**src/rtl/sr_deserializer.sv**
```systemverilog
// LSB-first serial-to-parallel receiver; word is valid the cycle after the last bit strobe.
// A finished word is dropped and ovr is set if the previous word was neither taken nor acknowledged.
module sr_deserializer #(
    parameter int WIDTH = 4
) (
    input  logic                       clk,
    input  logic                       clr_n,
    input  logic                       start,
    input  logic                       sft,
    input  logic                       sin,
    input  logic                       dack,
    output logic [WIDTH-1:0]           dout,
    output logic                       dvalid,
    output logic                       busy,
    output logic [$clog2(WIDTH+1)-1:0] cnt,
    output logic                       ovr
);

    localparam int CW = $clog2(WIDTH+1);
    localparam logic [CW-1:0] LAST = CW'(WIDTH-1);

    typedef enum logic {
        IDLE = 1'b0,
        RECV = 1'b1
    } state_t;

    state_t           r_state;
    logic [WIDTH-1:1] r_sr;
    logic [CW-1:0]    r_cnt;
    logic [WIDTH-1:0] r_dout;
    logic             r_dvalid;
    logic             r_busy;
    logic             r_ovr;

    logic [WIDTH-1:0] w_word;

    // Bit 0 of the shifter would fall off on the completing shift, so it is never stored.
    assign w_word = {sin, r_sr};

    always_ff @(posedge clk or negedge clr_n) begin
        if (!clr_n) begin
            r_state  <= IDLE;
            r_sr     <= '0;
            r_cnt    <= '0;
            r_dout   <= '0;
            r_dvalid <= 1'b0;
            r_busy   <= 1'b0;
            r_ovr    <= 1'b0;
        end else begin
            if (r_dvalid && dack) begin
                r_dvalid <= 1'b0;
            end
            if (start) begin
                r_state <= RECV;
                r_busy  <= 1'b1;
                r_sr    <= '0;
                r_cnt   <= '0;
                r_ovr   <= 1'b0;
            end else if (r_state == RECV && sft) begin
                if (r_cnt == LAST) begin
                    r_state <= IDLE;
                    r_busy  <= 1'b0;
                    r_cnt   <= '0;
                    r_sr    <= '0;
                    // An ack in the completion cycle frees the holding register for the new word.
                    if (!r_dvalid || dack) begin
                        r_dout   <= w_word;
                        r_dvalid <= 1'b1;
                    end else begin
                        r_ovr <= 1'b1;
                    end
                end else begin
                    r_sr  <= w_word[WIDTH-1:1];
                    r_cnt <= r_cnt + CW'(1);
                end
            end
        end
    end

    assign dout   = r_dout;
    assign dvalid = r_dvalid;
    assign busy   = r_busy;
    assign cnt    = r_cnt;
    assign ovr    = r_ovr;

endmodule

```
**config.mk**
```make
export PLATFORM = sky130hd
export DESIGN_NAME = sr_deserializer
export DESIGN_NICKNAME = d
export VERILOG_FILES = /design/src/rtl/sr_deserializer.sv
export SDC_FILE = /design/constraint.sdc
export NUM_CORES = 1
export LEC_CHECK = 0
export ABC_AREA = 1
export CAP_MARGIN = 25
export CORE_MARGIN = 3
export CORE_UTILIZATION = 25
export CTS_CLUSTER_SIZE = 10
export DETAILED_ROUTE_END_ITERATION = 10
export PLACE_DENSITY = 0.59
export SYNTH_ARGS = -nofsm -noshare
export SYNTH_HDL_FRONTEND = slang
export SYNTH_SLANG_ARGS = --single-unit
```
**constraint.sdc**
```tcl
create_clock -name clk -period 1.6 [get_ports clk]
set_clock_uncertainty 0.1 [all_clocks]
set_input_delay 0.16 -clock clk [delete_from_list [all_inputs] [get_ports clk]]
set_output_delay 0.16 -clock clk [all_outputs]
set_load 0.01 [all_outputs]
```
==> reports/metrics.cfg <==
[run_status]
status=finished clean

[synthesis]
yosys.area_share.simple=0.3136
synth_mux_area_frac=0
syn_inst=59
synth_fa_ha_area_frac=0.02119
synth-compound-area-share=0.06356
syn_nets=66
ys_seq_area_frac=0.5508
ys_types=17
avgSynthCellArea_um2=10.01
synth_top_family_by_area=simple AND/OR/NAND/NOR gates
syn_area_um2=590.6
ys_warn_count=0
synth-seq-cells=13
synth-xor-area-share=0

[floorplan]
initial_core_util=0.2810
fp-row-count=16
die_area_um2=2982
core_um2=2102
die_h_um=54.61
die_w_um=54.61
ioPinCount=16

[worst_setup_path]
critPathMaxStageDelay_ns=0.56
crit_path_end_kind=output port
cp_cell_sequence=clkdlybuf4s50_1
critPathArrivalTime_ns=1.28
worst-path-max-fanout=3
critPathBufInv=1
cp.required_ns=1.34
worst_path_max_delay_cell=clkdlybuf4s50_1
crit_path_start_kind=flop
crit_type=reg -> out
cp_top_family=buffers and inverters

[drt]
viasPerCell=4.368
drt-total-wl_um=1112
drt-initial-drc-count=10
routedWlPerCell_um=10.49
first_pass_iters=4
routed-via-count=463
drc=0
antenna_left=0

[sta]
fmax_mhz=648.5
finalCritPeriodShare=0.9637
hold_viol_final=0
rsz0062_at_grt=no
fin_setup_tns_ns=0
tightest_slew_ns=0.4018
slew_headroom=0.7322
drv_slew=0
fin_crit_ns=1.542
finalSetupViolations=0

[clocking]
htreeDepth=1
cts_tree=built
cts_made_buffers=3
root_buffer=clkbuf_4
clk_pin_slew_ns=0.08
cts_buffer_depth=2
clock_latency_ns=0.28
clkSinkCount=13

[pwr]
p_int_mw=0.4852
netSwitchingPower_mw=0.1633
power_frac_seq=0.545
combPwrFrac=0.137
powerDensity_nw_per_um2=804.8
p_leak_nw=0.3965
clkPwrFrac=0.318
swShare=0.2518
vdd_ir_drop_max_mv=0.6247

[finish]
syn2layout_area_growth_pct=36.44
drive_above_1_share=0.2025
layout.nets=87
regArea_um2=326.6
multi_input_area_um2=235.2
final_common_cell=nand2_1
fin_area_um2=805.8
antenna_cells=0
fill_cells=222
final_cell_mix=20 x nand2_1, 15 x clkdlybuf4s50_1, 12 x dfrtp_1

[placed_design]
gp_congestion=0.7140
dpl_cell_area_um2=778.2
dp_hpwl_um=848.8
portBuffers=15

[global_routing]
grt_max_degree=14
grt_pass1_wl_um=1807
groute.usage.overall=0.08678
antenna_found_initial=0
grt-ovfl-total=0
grt_pass1_vias=412

[job]
cap_violations=0

[min_path]
hold_path.class=in -> async

## path summary, 6_finish.rpt
kind                                     start                   to  slack (ns)  depth (start not counted)
max reg2reg                 cnt[0]$_DFFE_PN0P_  dout[3]$_DFFE_PN0P_        0.31                          6
min reg2reg                dout[2]$_DFFE_PN0P_  dout[2]$_DFFE_PN0P_        0.37                          2
min                                      clr_n  r_sr[3]$_DFFE_PN0P_        0.07                          2
max                         cnt[2]$_DFFE_PN0P_               cnt[2]        0.06                          1
max in group asynchronous                clr_n   cnt[2]$_DFFE_PN0P_        1.15                          2
min in group clk           dout[2]$_DFFE_PN0P_  dout[2]$_DFFE_PN0P_        0.37                          2
## routing by layer
metal | vias to the layer above | track usage | share of wire
li1 | 231 | - | -
met1 | 213 | 0.1135 | 0.48
met2 | 15 | 0.1260 | 0.43
met3 | 4 | 0.04087 | 0.081
met4 | 0 | 0.02490 | 0.0099
met5 | - | 0 | 0
## power groups by stage
stage / Sequential (mW) / Clock, mW / Combinational, mW
after floorplan: 0.364 / 0 / 0.0336
after global placement: 0.359 / 0 / 0.0897
after detailed placement: 0.359 / 0 / 0.0904
after CTS: 0.353 / 0.212 / 0.0905
after global routing: 0.356 / 0.233 / 0.0984
final: 0.353 / 0.206 / 0.0888
## metrics by stage
step             util  std cells  setup slack [ns]  total power, mW  hold WS, ns
3_3_place_gp   0.3702        102            0.1933           0.4491       0.3557
5_1_grt        0.3833        106           0.02141           0.6876      0.07572
4_1_cts        0.3833        106           0.04748           0.6558      0.07618
6_report       0.3833        106           0.05805           0.6485      0.07097
3_5_place_dp   0.3702        102            0.1871           0.4499       0.3605
2_1_floorplan       -         59            0.3765           0.3980      -0.2356
## logic make-up (layout without fill, tap and decap cells)
kind of cell	Yosys count	count (layout)
and+or+nand+nor	34	34
DFF	13	13
buffers and inverters	6	26
AOI/OAI and AO/OA	5	5
adders and majority gates	1	1
## registers in the layout (all words and copies together) (netlist names)
signal / flops
dout: 4
cnt: 3
r_sr: 3
busy: 1
dvalid: 1
ovr: 1
## synthesized netlist by cell type
master	count	area (um^2)
nand2_2	2	12.51
nand2_1	20	75.07
a21oi_1	1	5.000
dfrtp_1	13	325.3
o21a_1	1	7.510
inv_2	2	7.510
nor2_8	1	20.02
o21ai_2	2	17.52
nand4_1	4	25.02
nand3_2	1	10.01
inv_1	3	11.26
nand2_4	1	11.26
nor2_4	1	11.26
buf_6	1	11.26
o211ai_1	1	7.510
nand3_1	4	20.02
ha_1	1	12.51
## layout make-up
class	instances	area share
clock buffers	4	0.03261
multi-input cells	40	0.2919
flip-flops and latches	13	0.4053
well taps	27	0.04193
repair buffers	17	0.2050
inverters	5	0.02329
## timing repair
action / 4_1_cts / 5_1_grt
hold buffers: 0 / 0
setup endpoints to repair: 1 / 0
setup buffers: 0 / 0
gates resized for setup: 1 / 0
hold endpoints to repair: 0 / 0
Power figures use the tool's default switching activity.
